<file path="config.mk">
export PLATFORM = sky130hd
export DESIGN_NAME = bubble_out_sequencer
export DESIGN_NICKNAME = d
export VERILOG_FILES = /design/src/rtl/bubble_out_sequencer.sv
export SDC_FILE = /design/constraint.sdc
export NUM_CORES = 1
export LEC_CHECK = 0
export BUFFER_PORTS_ARGS = -buffer_cell sky130_fd_sc_hd__buf_2
export CORE_MARGIN = 3
export CORE_UTILIZATION = 55
export DETAILED_ROUTE_END_ITERATION = 6
export PLACE_DENSITY = 0.76
export SLEW_MARGIN = 40
export SYNTH_ARGS = -nofsm -noshare
export SYNTH_HDL_FRONTEND = slang
export SYNTH_SLANG_ARGS = --single-unit
</file>
<file path="constraint.sdc">
create_clock -name MCLK -period 3.75 [get_ports MCLK]
set_input_delay 0.75 -clock MCLK [delete_from_list [all_inputs] [get_ports MCLK]]
set_output_delay 0.75 -clock MCLK [all_outputs]
set_load 0.01 [all_outputs]
</file>
<file path="src/rtl/bubble_out_sequencer.sv">
// bubble_out_sequencer
// Paces one bubble-memory output access (BOOT or USER) as a sequence of
// bubble output cycles derived from MCLK.
//
// Each access runs IDLE -> PREP -> RUN -> FINISH -> IDLE.
// - PREP is the settling delay: START_DLY whole bubble cycles with no ticks.
// - RUN emits BOUTTICKS[0] at phase 0 and BOUTTICKS[1] at phase TICK1_OFS
//   of every bubble cycle.
// - BOUTCYCLENUM advances only on the phase wrap, so it is stable whenever
//   the read strobe fires.
//
// Optional build macro: BOUT_SEQ_ABORT_EN
// - Defined: adds the active-low nABORT input. nABORT low in PREP or RUN
//   ends the access early through FINISH.
// - Undefined: the port does not exist and every access runs to its last
//   cycle.
//
// Every output comes straight from a flop. Next-state values are computed
// combinationally and registered together, so the outputs never depend
// combinationally on the inputs.
module bubble_out_sequencer #(
    parameter int CYCLE_DIV = 480,
    parameter int TICK1_OFS = 2,
    parameter int BOOT_LAST = 7751,
    parameter int USER_LAST = 1023,
    parameter int START_DLY = 16
) (
    input  logic        MCLK,
    input  logic        nRESET,
    input  logic        START,
    input  logic [2:0]  REQTYPE,
`ifdef BOUT_SEQ_ABORT_EN
    input  logic        nABORT,
`endif
    output logic [2:0]  ACCTYPE,
    output logic [12:0] BOUTCYCLENUM,
    output logic [1:0]  BOUTTICKS,
    output logic        BUSY,
    output logic        DONE,
    output logic        REJECT
);

    // Phase counter is wide enough for 0..CYCLE_DIV-1.
    localparam int PH_W = $clog2(CYCLE_DIV);

    // Counter of completed bubble cycles while in PREP.
    localparam int DLY_W = (START_DLY > 2) ? $clog2(START_DLY) : 1;

    // A zero settling delay skips PREP entirely.
    localparam bit ZERO_DLY = (START_DLY == 0);

    localparam logic [PH_W-1:0]  PH_LAST  = PH_W'(CYCLE_DIV - 1);
    localparam logic [PH_W-1:0]  PH_TICK1 = PH_W'(TICK1_OFS);
    localparam logic [DLY_W-1:0] DLY_LAST = DLY_W'(START_DLY - 1);

    localparam logic [12:0] BOOT_LAST_V = 13'(BOOT_LAST);
    localparam logic [12:0] USER_LAST_V = 13'(USER_LAST);
    localparam logic [12:0] CNUM_IDLE   = 13'h1FFF;

    localparam logic [2:0] TYPE_NONE = 3'b000;
    localparam logic [2:0] TYPE_BOOT = 3'b110;
    localparam logic [2:0] TYPE_USER = 3'b111;

    localparam logic [1:0] ST_IDLE   = 2'd0;
    localparam logic [1:0] ST_PREP   = 2'd1;
    localparam logic [1:0] ST_RUN    = 2'd2;
    localparam logic [1:0] ST_FINISH = 2'd3;

    logic [1:0]       state_q,   state_d;
    logic [PH_W-1:0]  phase_q,   phase_d;
    logic [DLY_W-1:0] dly_q,     dly_d;
    logic [2:0]       acctype_q, acctype_d;
    logic [12:0]      cnum_q,    cnum_d;
    logic [1:0]       ticks_q,   ticks_d;
    logic             busy_q,    busy_d;
    logic             done_q,    done_d;
    logic             reject_q,  reject_d;

    logic             abort_req;
    logic             type_ok;
    logic             phase_wrap;
    logic             go_finish;
    logic [12:0]      last_cnum;

`ifdef BOUT_SEQ_ABORT_EN
    assign abort_req = ~nABORT;
`else
    assign abort_req = 1'b0;
`endif

    assign type_ok    = (REQTYPE == TYPE_BOOT) || (REQTYPE == TYPE_USER);
    assign phase_wrap = (phase_q == PH_LAST);
    assign last_cnum  = (acctype_q == TYPE_BOOT) ? BOOT_LAST_V : USER_LAST_V;

    // Sequencer next state: access acceptance, PREP delay, cycle counting and finish.
    always_comb begin
        state_d   = state_q;
        phase_d   = phase_q;
        dly_d     = dly_q;
        acctype_d = acctype_q;
        cnum_d    = cnum_q;
        done_d    = 1'b0;
        reject_d  = 1'b0;
        go_finish = 1'b0;

        case (state_q)
            ST_IDLE: begin
                phase_d = '0;
                dly_d   = '0;
                if (START) begin
                    if (type_ok) begin
                        acctype_d = REQTYPE;
                        if (ZERO_DLY) begin
                            state_d = ST_RUN;
                            cnum_d  = '0;
                        end else begin
                            state_d = ST_PREP;
                        end
                    end else begin
                        reject_d = 1'b1;
                    end
                end
            end

            ST_PREP: begin
                // A START while busy is refused and disturbs nothing else.
                reject_d = START;
                if (abort_req) begin
                    go_finish = 1'b1;
                end else if (phase_wrap) begin
                    phase_d = '0;
                    if (dly_q == DLY_LAST) begin
                        state_d = ST_RUN;
                        cnum_d  = '0;
                        dly_d   = '0;
                    end else begin
                        dly_d = dly_q + DLY_W'(1);
                    end
                end else begin
                    phase_d = phase_q + PH_W'(1);
                end
            end

            ST_RUN: begin
                reject_d = START;
                if (abort_req) begin
                    go_finish = 1'b1;
                end else if (phase_wrap) begin
                    phase_d = '0;
                    // The last cycle number is held, never incremented past.
                    if (cnum_q == last_cnum) begin
                        go_finish = 1'b1;
                    end else begin
                        cnum_d = cnum_q + 13'd1;
                    end
                end else begin
                    phase_d = phase_q + PH_W'(1);
                end
            end

            ST_FINISH: begin
                reject_d = START;
                state_d  = ST_IDLE;
                phase_d  = '0;
            end

            default: begin
                state_d = ST_IDLE;
                phase_d = '0;
            end
        endcase

        // FINISH already presents the idle values alongside the DONE pulse.
        if (go_finish) begin
            state_d   = ST_FINISH;
            phase_d   = '0;
            dly_d     = '0;
            acctype_d = TYPE_NONE;
            cnum_d    = CNUM_IDLE;
            done_d    = 1'b1;
        end
    end

    // Tick and busy flags are derived from the next state so they line up with it.
    always_comb begin
        ticks_d    = 2'b00;
        ticks_d[0] = (state_d == ST_RUN) && (phase_d == '0);
        ticks_d[1] = (state_d == ST_RUN) && (phase_d == PH_TICK1);
        busy_d     = (state_d == ST_PREP) || (state_d == ST_RUN);
    end

    // State and output registers; reset forces the idle picture immediately.
    always_ff @(posedge MCLK or negedge nRESET) begin
        if (!nRESET) begin
            state_q   <= ST_IDLE;
            phase_q   <= '0;
            dly_q     <= '0;
            acctype_q <= TYPE_NONE;
            cnum_q    <= CNUM_IDLE;
            ticks_q   <= 2'b00;
            busy_q    <= 1'b0;
            done_q    <= 1'b0;
            reject_q  <= 1'b0;
        end else begin
            state_q   <= state_d;
            phase_q   <= phase_d;
            dly_q     <= dly_d;
            acctype_q <= acctype_d;
            cnum_q    <= cnum_d;
            ticks_q   <= ticks_d;
            busy_q    <= busy_d;
            done_q    <= done_d;
            reject_q  <= reject_d;
        end
    end

    assign ACCTYPE      = acctype_q;
    assign BOUTCYCLENUM = cnum_q;
    assign BOUTTICKS    = ticks_q;
    assign BUSY         = busy_q;
    assign DONE         = done_q;
    assign REJECT       = reject_q;

endmodule
</file>
==> results of run 1 <==
==> routing by layer <==
| metal | routed length [µm] | part of all wire, % | vias up | global-route usage [%] |
|---|---|---|---|---|
| met5 | 0 | 0 | - | 0 |
| met4 | 56 | 1.1 | 0 | 8.93 |
| met3 | 362 | 7.3 | 5 | 5.58 |
| met2 | 2080 | 42 | 77 | 34.4 |
| met1 | 2430 | 49 | 864 | 37.2 |
| li1 | - | - | 912 | - |
==> stage by stage <==
step	utilization, %	cell area [µm²]	hold WS, ps	worst slack [ps]	total power, mW
floorplan	-	2120	454	1140	0.401
global placement	64.7	2280	508	1030	0.414
detailed placement	64.7	2280	520	903	0.414
CTS	67.2	2370	529	922	0.700
global route	67.3	2370	418	722	0.725
finish	67.3	2370	396	946	0.694
==> state kept, by name (all words and copies together) (netlist names) <==
name and cells:
ACCTYPE 3, DONE 1, state_q 2, BUSY 1
REJECT 1, phase_q 9, BOUTCYCLENUM 13, BOUTTICKS 2
dly_q 4
==> how the worst min path moves through the flow <==
stage,slack [ps],start,endpoint,depth (start not counted)
2_1_floorplan,450,nRESET,ACCTYPE[0]$_DFFE_PN0P_,0
3_3_place_gp,510,BOUTCYCLENUM[5]$_DFFE_PN1P_,BOUTCYCLENUM[5]$_DFFE_PN1P_,2
3_5_place_dp,520,BOUTCYCLENUM[5]$_DFFE_PN1P_,BOUTCYCLENUM[5]$_DFFE_PN1P_,2
4_1_cts,530,BOUTCYCLENUM[5]$_DFFE_PN1P_,BOUTCYCLENUM[5]$_DFFE_PN1P_,2
5_1_grt,420,nRESET,dly_q[2]$_DFFE_PN0P_,1
6_report,400,nRESET,dly_q[2]$_DFFE_PN0P_,1
==> placed cells by master, fill, tap and decap left out, types with 3 or more instances in the layout <==
master / n
nor2_1: 26
buf_2: 25
dfrtp_1: 23
nand2_1: 19
a21oi_1: 14
dfstp_2: 13
nand3_1: 13
inv_1: 10
o21ai_0: 10
ha_1: 8
clkbuf_8: 6
nand4_1: 5
nor3_1: 5
a31oi_1: 5
or2_2: 4
and3_1: 4
o31ai_1: 4
nand2b_1: 3
nand3b_1: 3
nor2b_1: 3
a41oi_1: 3
o22ai_1: 3
xnor2_1: 3
xor2_1: 3
and2_1: 3
a221o_1: 3
a22oi_1: 3
==> cell families after synthesis <==
logic type                 after synthesis  share of synthesized area (%)
buffers and inverters                   21                           4.12
xor gates and xnor gates                 6                           2.47
DFF                                     36                           43.2
and+or+nand+nor                        105                           26.8
AOI/OAI and AO/OA                       58                           18.7
adders and majority gates                8                           4.71
==> power groups by stage <==
stage                     clock network, mW  logic, mW  registers (mW)
after global placement                    0     0.0157           0.398
after detailed placement                  0     0.0157           0.398
final                                 0.287     0.0153           0.392
after global routing                  0.316     0.0177           0.391
after CTS                             0.292     0.0158           0.392
after floorplan                           0    0.00185           0.399
==> worst reg2reg max path: stages (launching register included) <==
cell,delay [ps]
dfrtp_1,430
ha_1,300
nand4_1,320
or2_2,530
o21ai_0,220
a21oi_1,100
nor2_1,110
ha_1,160
inv_1,40
a2111o_1,370
nor4_2,130
==> Yosys cell counts, drive strengths merged, types with 4 or more instances <==
| library cell | count |
|---|---|
| nor2 | 26 |
| dfrtp | 23 |
| nand2 | 21 |
| a21oi | 14 |
| nand3 | 14 |
| dfstp | 13 |
| inv | 12 |
| o21ai | 10 |
| ha | 8 |
| clkbuf | 6 |
| nor3 | 6 |
| a31oi | 5 |
| and3 | 5 |
| nand4 | 5 |
| nor4 | 4 |
| o31ai | 4 |
| or2 | 4 |
==> layout make-up <==
class	instances	area share (%)
inverter	12	1.90
multi-input combinational	177	47.3
sequential	36	38.7
tap	46	2.43
timing repair buffer	27	5.91
clock buffer	8	3.80
==> out/qor.yml, run 1 <==
worst_setup_path:
  rr_worst_depth: 10
  path_common_cell: "ha_1"
  crit_cells: 10
  path_class: "flip-flop to flip-flop"
  crit_path_max_fanout: 14
  arrival_ps: 3000
  crit_family: "simple AND/OR/NAND/NOR gates"
  regToRegEndpoint: "BOUTTICKS[1]$_DFF_PN0_"
  setup.worst_path.start: "phase_q[1]$_DFF_PN0_"
  crit_slowest_cell: "or2_2"
  end_kind: "flip-flop"
  cpPeakStageDelay_ps: 530
  crit_path_end: "BOUTTICKS[1]$_DFF_PN0_"
  cp.required_ps: 3950
  reg2reg_slack_ps: 950
  r2r_start: "phase_q[1]$_DFF_PN0_"
  crit_chain: "ha_1, nand4_1, or2_2, o21ai_0, a21oi_1, nor2_1, ha_1, inv_1, a2111o_1, nor4_2"
  critPathBufInv: 1
  start_kind: "flip-flop"
floorplan:
  die-area_mm2: 0.00464
  rows: 21
  initial_utilization_pct: 60.3
  die_w_um: 68.2
  ios: 27
  fp.dieH_um: 68.2
  core_area_mm2: 0.00352
detailed_routing:
  viasPerCell: 6.07
  drc_errors: 0
  drtIter0Drc: 203
  drt-total-wl_um: 4940
  ant_nets: 0
  routed-via-count: 1858
  post_drt_wl_per_cell_um: 16.1
  dr.pass1.iters: 5
yosys:
  synthesis.area_mm2: 0.00212
  ys_warn_count: 0
  synth_area_leaders: "dfrtp_1 (27%), dfstp_2 (16%), ha_1 (4.7%)"
  synth-edff-count: 0
  postSynth.asyncResetShare_pct: 100
  syn_nets: 248
  synth_top_area_share_pct: 27.1
  synthCells: 234
  syn_avg_cell_area_um2: 9.08
  yosysTopAreaCell: "dfrtp_1"
  synth_seq_cells: 36
  yosys.cell_types.count: 51
  ys.flop_type: "dfrtp_1"
  ys_seq_area_share_pct: 43.2
layout:
  area_growth_pct: 11.5
  nFillCells: 297
  multi_input_area_mm2: 0.00112
  final-seq-area_um2: 917
  layout.nets: 273
  drive_gt1_share_pct: 23.5
  stdcell_count: 306
  antennaDiodeCount: 0
cts:
  cts_root_buffer: "clkbuf_8"
  clk_latency_ps: 290
  cts.path.max_buffers: 2
  cts-buffers-inserted: 5
  hold_buffers: 0
  cts_tree: "done"
  clock-sinks: 36
  cts_resized: 0
  cts_max_level: 2
  path_clk_slew_ps: 70
  cts_setup_buffers: 0
global_routing:
  grt_max_degree: 37
  grt_usage_pct: 24.7
  grt_pass1_vias: 1707
  grt_overflow: 0
  grt_pass1_wl_um: 8450
  antenna_found_initial: 0
run_status:
  outcome: "completed"
pwr:
  swShare_pct: 21.5
  ir_drop_v: 0.000201
  power_density_mw_per_mm2: 293
  combPwrFrac_pct: 2.2
  p_clk_share_pct: 41.4
  net-switching-power_mw: 0.149
  p_leak_nw: 1.07
  p_int_mw: 0.545
  power_frac_seq_pct: 56.4
timing:
  tns_ps: 0
  max_freq_ghz: 0.357
  skew_ps: 6.04
  slew_headroom_pct: 55.9
  fin_crit_sh_pct: 74.8
  finalMaxSlewViolations: 0
  tightestPinTransition_ps: 656
  final-hold-violation-count: 0
  rsz0062_at_grt: "no"
  setup_violations: 0
  period_needed_ps: 2800
worst_hold_path:
  min_path_type: "input port to async pin"
placement:
  dpl.hpwl_um: 3550
  gp_congestion: 0.945
  portBuffers: 26
  place_inst: 298
job:
  maxCapViolCount: 0
(Power assumes the default switching activity.)
==> run 2: changes to the inputs <==
--- a/config.mk
+++ b/config.mk
@@ -7,7 +7,7 @@
 export LEC_CHECK = 0
 export BUFFER_PORTS_ARGS = -buffer_cell sky130_fd_sc_hd__buf_2
 export CORE_MARGIN = 3
-export CORE_UTILIZATION = 55
+export CORE_UTILIZATION = 52
 export DETAILED_ROUTE_END_ITERATION = 6
 export PLACE_DENSITY = 0.76
 export SLEW_MARGIN = 40
==> constraint.sdc (replaced) <==
create_clock -name MCLK -period 2.45 [get_ports MCLK]
set_input_delay 0.49 -clock MCLK [delete_from_list [all_inputs] [get_ports MCLK]]
set_output_delay 0.49 -clock MCLK [all_outputs]
set_load 0.01 [all_outputs]
==> run 2 against run 1 <==
Net effect: global-route usage shrank 1.9 points; clock skew grew 4.7 ps; sequential power grew 53%; first-iteration DRC count grew 11%; setup slack lost 850 ps; fmax grew 19%; hold slack lost 260 ps; wire length grew 3.5%; flip-flop and latch count is the same; critical endpoint unchanged; highest routed layer unchanged.
==> out/qor.yml, run 2 (synthesized netlist as in run 1, its figures left out) <==
layout:
  largest_register_ffs: 13  # unchanged
  final_common_cell: "nor2_1"
  area_growth_pct: 20.6
  antennaDiodeCount: 0  # unchanged
  fin_util_pct: 67.5  # +0.15 points
  drive_gt1_share_pct: 31.4  # +7.9 points
  final_design_area_no_fill_mm2: 0.00256  # +8.1%
  final_cell_mix: "nor2_1 (26), buf_2 (25), dfrtp_1 (22)"
  layout.nets: 290  # +6.2%
worst_setup_path:
  arrival_ps: 2560  # -440 ps
  crit_path_max_fanout: 2  # -12
  path_class: "flip-flop to flip-flop"
  cp.required_ps: 2650  # -1300 ps
  regToRegEndpoint: "BOUTTICKS[1]$_DFF_PN0_"
  crit_slowest_cell: "or4_4"
  rr_worst_depth: 9  # -1
  cpPeakStageDelay_ps: 550  # +20 ps
  r2r_start: "BOUTCYCLENUM[4]$_DFFE_PN1P_"
  critPathBufInv: 1  # unchanged
  reg2reg_slack_ps: 100  # -850 ps
  crit_chain: "or4_4, nor4_4, o211a_1, a41oi_2, o22ai_2, ha_2, inv_1, a2111o_1, nor4_2"
  crit_family: "simple AND/OR/NAND/NOR gates"
  end_kind: "flip-flop"
  start_kind: "flip-flop"
cts:
  cts.path.max_buffers: 2  # unchanged
  clock-sinks: 36  # unchanged
  clk_latency_ps: 300  # about the same
  cts-buffers-inserted: 5  # unchanged
  hold_buffers: 0  # unchanged
  cts_root_buffer: "clkbuf_8"
  cts_setup_buffers: 0  # unchanged
  cts_tree: "done"
  path_clk_slew_ps: 80  # about the same
  cts_max_level: 2  # unchanged
job:
  maxCapViolCount: 0  # unchanged
detailed_routing:
  drtIter0Drc: 226  # +11%
  routed-via-count: 1913  # +3.0%
  post_drt_wl_per_cell_um: 15.7  # -2.6%
  drt-total-wl_um: 5110  # +3.5%
  dr.pass1.iters: 4  # -1
  viasPerCell: 5.89  # -3.1%
  drc_errors: 0  # unchanged
  ant_nets: 0  # unchanged
run_status:
  outcome: "completed"
timing:
  rsz0062_at_grt: "yes"
  tightestPinTransition_ps: 489  # -167 ps
  slew_headroom_pct: 67.2  # +11 points
  final-hold-violation-count: 0  # unchanged
  finalMaxSlewViolations: 0  # unchanged
  setup_violations: 0  # unchanged
  skew_ps: 10.7  # +4.67 ps
  max_freq_ghz: 0.425  # +19%
  setup_ws_ps: 96.6  # -850 ps
  holdWs_ps: 133  # -263 ps
  period_needed_ps: 2350  # -450 ps
  fin_crit_sh_pct: 96.1  # +21 points
global_routing:
  grt_usage_pct: 22.8  # -1.9 points
  grt_pass1_vias: 1875  # +9.8%
  grt_pass1_wl_um: 9000  # +6.4%
  grt_overflow: 0  # unchanged
  antenna_found_initial: 0  # unchanged
  grt_max_degree: 37  # unchanged
floorplan:
  core_area_mm2: 0.00380  # +7.9%
  ios: 27  # unchanged
  die_w_um: 69.9  # +2.6%
  rows: 22  # +4.8%
  die-area_mm2: 0.00489  # +5.3%
  fp.dieH_um: 69.9  # +2.6%
  initial_utilization_pct: 55.9  # -4.4 points
placement:
  portBuffers: 26  # unchanged
  dpl.hpwl_um: 3720  # +4.8%
  place_ws_ps: -19.9  # -923 ps
  gp_congestion: 0.943  # -0.21%
  placed_area_mm2: 0.00242  # +6.4%
pwr:
  ir_drop_v: 0.000380  # +89%
  power_density_mw_per_mm2: 449  # +53%
  p_leak_nw: 1.15  # +8.3%
  total_power_mw: 1.15  # +66%
worst_hold_path:
  min_path_type: "input port to async pin"
## run 2: changes by cell type in the layout (fill, tap and decap cells not counted), moves of 2 or more
| cell | change |
|---|---|
| ha_1 | -2 |
| buf_4 | +17 |
| clkbuf_1 | -2 |
| ha_2 | +2 |
## run 2: power breakdown
part	switching, mW	total (mW)	internal, mW
sequential	0.00139	0.599	0.598
clock	0.227	0.528	0.301
combinational	0.0167	0.0234	0.00664
## run 2: layout make-up
type | count | area (µm²)
clock buffers | 5 | 68.8
well taps | 48 | 60.1
clock inverters | 3 | 42.5
multi-input cells | 177 | 1160
fillers | 305 | 1240
repair buffers | 44 | 268
inverters | 12 | 45.0
flip-flops and latches | 36 | 918
## run 2: stage by stage
step,setup TNS (ps),cells
after floorplan,-61.0,234
after global placement,0,317
after detailed placement,-19.9,317
after CTS,0,325
after global routing,-62.5,325
final,0,325
## run 2: worst max-delay path by stage
stage / endpoint / from / cells after the start / slack [ps]
after floorplan: BOUTTICKS[1]$_DFF_PN0_ / BOUTCYCLENUM[4]$_DFFE_PN1P_ / 10 / -30
after global placement: BOUTTICKS[1]$_DFF_PN0_ / BOUTCYCLENUM[5]$_DFFE_PN1P_ / 9 / 130
after detailed placement: BOUTTICKS[1]$_DFF_PN0_ / BOUTCYCLENUM[5]$_DFFE_PN1P_ / 9 / -20
after CTS: BOUTTICKS[1]$_DFF_PN0_ / BOUTCYCLENUM[4]$_DFFE_PN1P_ / 9 / 40
after global routing: BOUTTICKS[0]$_DFF_PN0_ / BOUTCYCLENUM[5]$_DFFE_PN1P_ / 9 / -40
final: BOUTTICKS[1]$_DFF_PN0_ / BOUTCYCLENUM[4]$_DFFE_PN1P_ / 9 / 100
## run 2: what timing repair did
| action | in CTS | in global routing |
|---|---|---|
| cloned | 0 | 0 |
| pin swaps | 0 | 1 |
| gates resized for setup | 1 | 4 |
| setup endpoints to repair | 1 | 3 |
## run 2: layer usage
metal  global-route usage [%]  vias up  share of wire [%]
li1                         -      942                  -
met1                     32.7      901                 46
met2                     34.5       61                 46
met3                     4.46        9                6.2
met4                     7.45        0                1.7
met5                        0        -                  0
==> run 3: changes to the inputs <==
--- a/config.mk
+++ b/config.mk
@@ -9,7 +9,9 @@
 export CORE_MARGIN = 3
 export CORE_UTILIZATION = 52
 export DETAILED_ROUTE_END_ITERATION = 6
+export GPL_TIMING_DRIVEN = 0
 export PLACE_DENSITY = 0.76
+export SETUP_SLACK_MARGIN = 0.05
 export SLEW_MARGIN = 40
 export SYNTH_ARGS = -nofsm -noshare
 export SYNTH_HDL_FRONTEND = slang
==> constraint.sdc (replaced) <==
create_clock -name MCLK -period 2.1 [get_ports MCLK]
set_input_delay 0.42 -clock MCLK [delete_from_list [all_inputs] [get_ports MCLK]]
set_output_delay 0.42 -clock MCLK [all_outputs]
set_load 0.01 [all_outputs]
==> run 3 against run 2 <==
Net effect: the flow now finishes with violations (setup timing); core utilization increased by 3.8 points; first-iteration DRC count increased by 8.0%; design area increased by 5.6%; wire length increased by 7.1%; final cell count increased by 4.0%; clock skew decreased by 4.3 ps; non-clock buffer count increased by 13; power increased by 4.5%; critical path type unchanged; critical endpoint unchanged; largest cell class unchanged; highest routed layer unchanged.
==> out/qor.yml, run 3 (synthesized netlist as in run 1, its figures left out) <==
run_status:
  outcome: "finished with violations"
  violations: "setup timing"
pwr:
  p_clk_share_pct: 39.5  # -6.4 points
  combPwrFrac_pct: 2.4  # +0.4 points
  p_leak_nw: 1.22  # +5.8%
  ir_drop_v: 0.000451  # +19%
  p_int_mw: 0.939  # +3.7%
  net-switching-power_mw: 0.263  # +7.5%
  total_power_mw: 1.20  # +4.5%
  swShare_pct: 21.9  # +0.61 points
  power_frac_seq_pct: 58.2  # +6.1 points
  power_density_mw_per_mm2: 444  # -1.0%
worst_setup_path:
  crit_path_max_fanout: 2  # unchanged
  end_kind: "flip-flop"
  reg2reg_slack_ps: -380  # -480 ps
  path_class: "flip-flop to flip-flop"
  cp.required_ps: 2300  # -350 ps
  arrival_ps: 2680  # +120 ps
  start_kind: "flip-flop"
timing:
  tns_ps: -2420  # -2420 ps
  fin_crit_sh_pct: 118  # +22 points
  setup_violations: 14  # +14
  setup_ws_ps: -383  # -479 ps
  tightestPinTransition_ps: 749  # +260 ps
  final-hold-violation-count: 0  # unchanged
  rsz0062_at_grt: "yes"
  skew_ps: 6.37  # -4.33 ps
  max_freq_ghz: 0.403  # -5.2%
  holdWs_ps: 56.8  # -76.1 ps
  period_needed_ps: 2480  # +129 ps
  slew_headroom_pct: 49.7  # -18 points
  finalMaxSlewViolations: 0  # unchanged
cts:
  clock-sinks: 36  # unchanged
  hold_buffers: 0  # unchanged
  cts_tree: "done"
  clk_latency_ps: 290  # about the same
  path_clk_slew_ps: 70  # about the same
  cts.path.max_buffers: 2  # unchanged
  cts_root_buffer: "clkbuf_8"
  cts-buffers-inserted: 5  # unchanged
  cts_max_level: 2  # unchanged
global_routing:
  grt_usage_pct: 22.5  # -0.26 points
  grt_max_degree: 37  # unchanged
  grt_pass1_vias: 1802  # -3.9%
  grt_pass1_wl_um: 8760  # -2.6%
  antenna_found_initial: 0  # unchanged
  grt_overflow: 0  # unchanged
detailed_routing:
  ant_nets: 0  # unchanged
  post_drt_wl_per_cell_um: 16.2  # +3.0%
  viasPerCell: 6.00  # +1.9%
  dr.pass1.iters: 5  # +1
  drc_errors: 0  # unchanged
  routed-via-count: 2027  # +6.0%
  drt-total-wl_um: 5470  # +7.1%
  drtIter0Drc: 244  # +8.0%
placement:
  portBuffers: 26  # unchanged
  placed_area_mm2: 0.00234  # -3.5%
  dpl.hpwl_um: 3470  # -6.8%
  gp_congestion: 0.938  # -0.56%
  place_inst: 308  # -2.8%
floorplan:
  initial_utilization_pct: 55.9  # unchanged
  ios: 27  # unchanged
  rows: 22  # unchanged
  core_area_mm2: 0.00380  # unchanged
  die-area_mm2: 0.00489  # unchanged
  die_w_um: 69.9  # unchanged
  fp.dieH_um: 69.9  # unchanged
job:
  maxCapViolCount: 0  # unchanged
layout:
  area_growth_pct: 27.3
  largest_register_ffs: 13  # unchanged
  nFillCells: 303  # -0.66%
  final_design_area_no_fill_mm2: 0.00271  # +5.6%
  final_common_cell: "buf_2"
  final_cell_mix: "buf_2 (26), nor2_1 (25), buf_4 (23)"
  layout.nets: 303  # +4.5%
  antennaDiodeCount: 0  # unchanged
  stdcell_count: 338  # +4.0%
  drive_gt1_share_pct: 34.5  # +3.1 points
worst_hold_path:
  min_path_type: "input port to async pin"
run 3: power groups by stage:
stage               combinational (mW)  clock [mW]  sequential, mW
finish                          0.0283       0.474           0.699
global placement                0.0275           0           0.711
CTS                             0.0279       0.479           0.699
floorplan                      0.00331           0           0.713
detailed placement              0.0278           0           0.711
global route                    0.0333       0.517           0.699
run 3: cell type report:
class / instances / area [µm²] / share of cell area (%)
inverter: 12 / 47.5 / 1.76
sequential: 36 / 918 / 34.0
buffer: 8 / 47.5 / 1.76
clock inverter: 1 / 5.00 / 0.185
clock buffer: 7 / 76.3 / 2.82
timing repair buffer: 49 / 320 / 11.8
tap: 48 / 60.1 / 2.22
multi-input combinational: 177 / 1230 / 45.5
run 3: worst max-delay path, cell delays in order, from the launching register on:
cell      delay, ps
dfstp_2         370
or4_4           550
nor4_4          170
o211a_1         250
buf_6           120
a41oi_2          30
o22ai_2         220
ha_2            190
inv_1            30
a2111o_1        310
nor4_2          140
run 3: through the flow:
| step | util [%] | setup slack [ps] |
|---|---|---|
| after global routing | 71.2 | -453 |
| after global placement | 61.6 | -700 |
| after detailed placement | 61.6 | -711 |
| after CTS | 68.0 | -401 |
| final | 71.2 | -383 |
| after floorplan | - | -382 |
run 3: worst paths after layout:
path                                                  start                     endpoint  depth (start not counted)
worst max register to register  BOUTCYCLENUM[4]$_DFFE_PN1P_       BOUTTICKS[1]$_DFF_PN0_                         10
worst min register to register  BOUTCYCLENUM[1]$_DFFE_PN1P_  BOUTCYCLENUM[1]$_DFFE_PN1P_                          2
min in group MCLK                                REQTYPE[1]             REJECT$_DFF_PN0_                          2
worst max-delay path            BOUTCYCLENUM[4]$_DFFE_PN1P_       BOUTTICKS[1]$_DFF_PN0_                         10
worst min-delay path                                 nRESET         phase_q[2]$_DFF_PN0_                          1
max in group asynchronous                            nRESET  BOUTCYCLENUM[0]$_DFFE_PN1P_                          1
run 3: metal layers:
metal,vias to the layer above,part of all wire [%],global-route usage (%)
li1,975,-,-
met3,10,7.1,4.75
met5,-,0,0
met1,960,47,33.5
met4,0,1.7,9.15
met2,82,44,31.6
run 3: timing repair:
item                       CTS  global route
setup endpoints to repair   28            28
gates cloned                 1             0
pin swaps                    3             4
buffers inserted            14             8
resized for setup           13            13
hold endpoints to repair     0             0
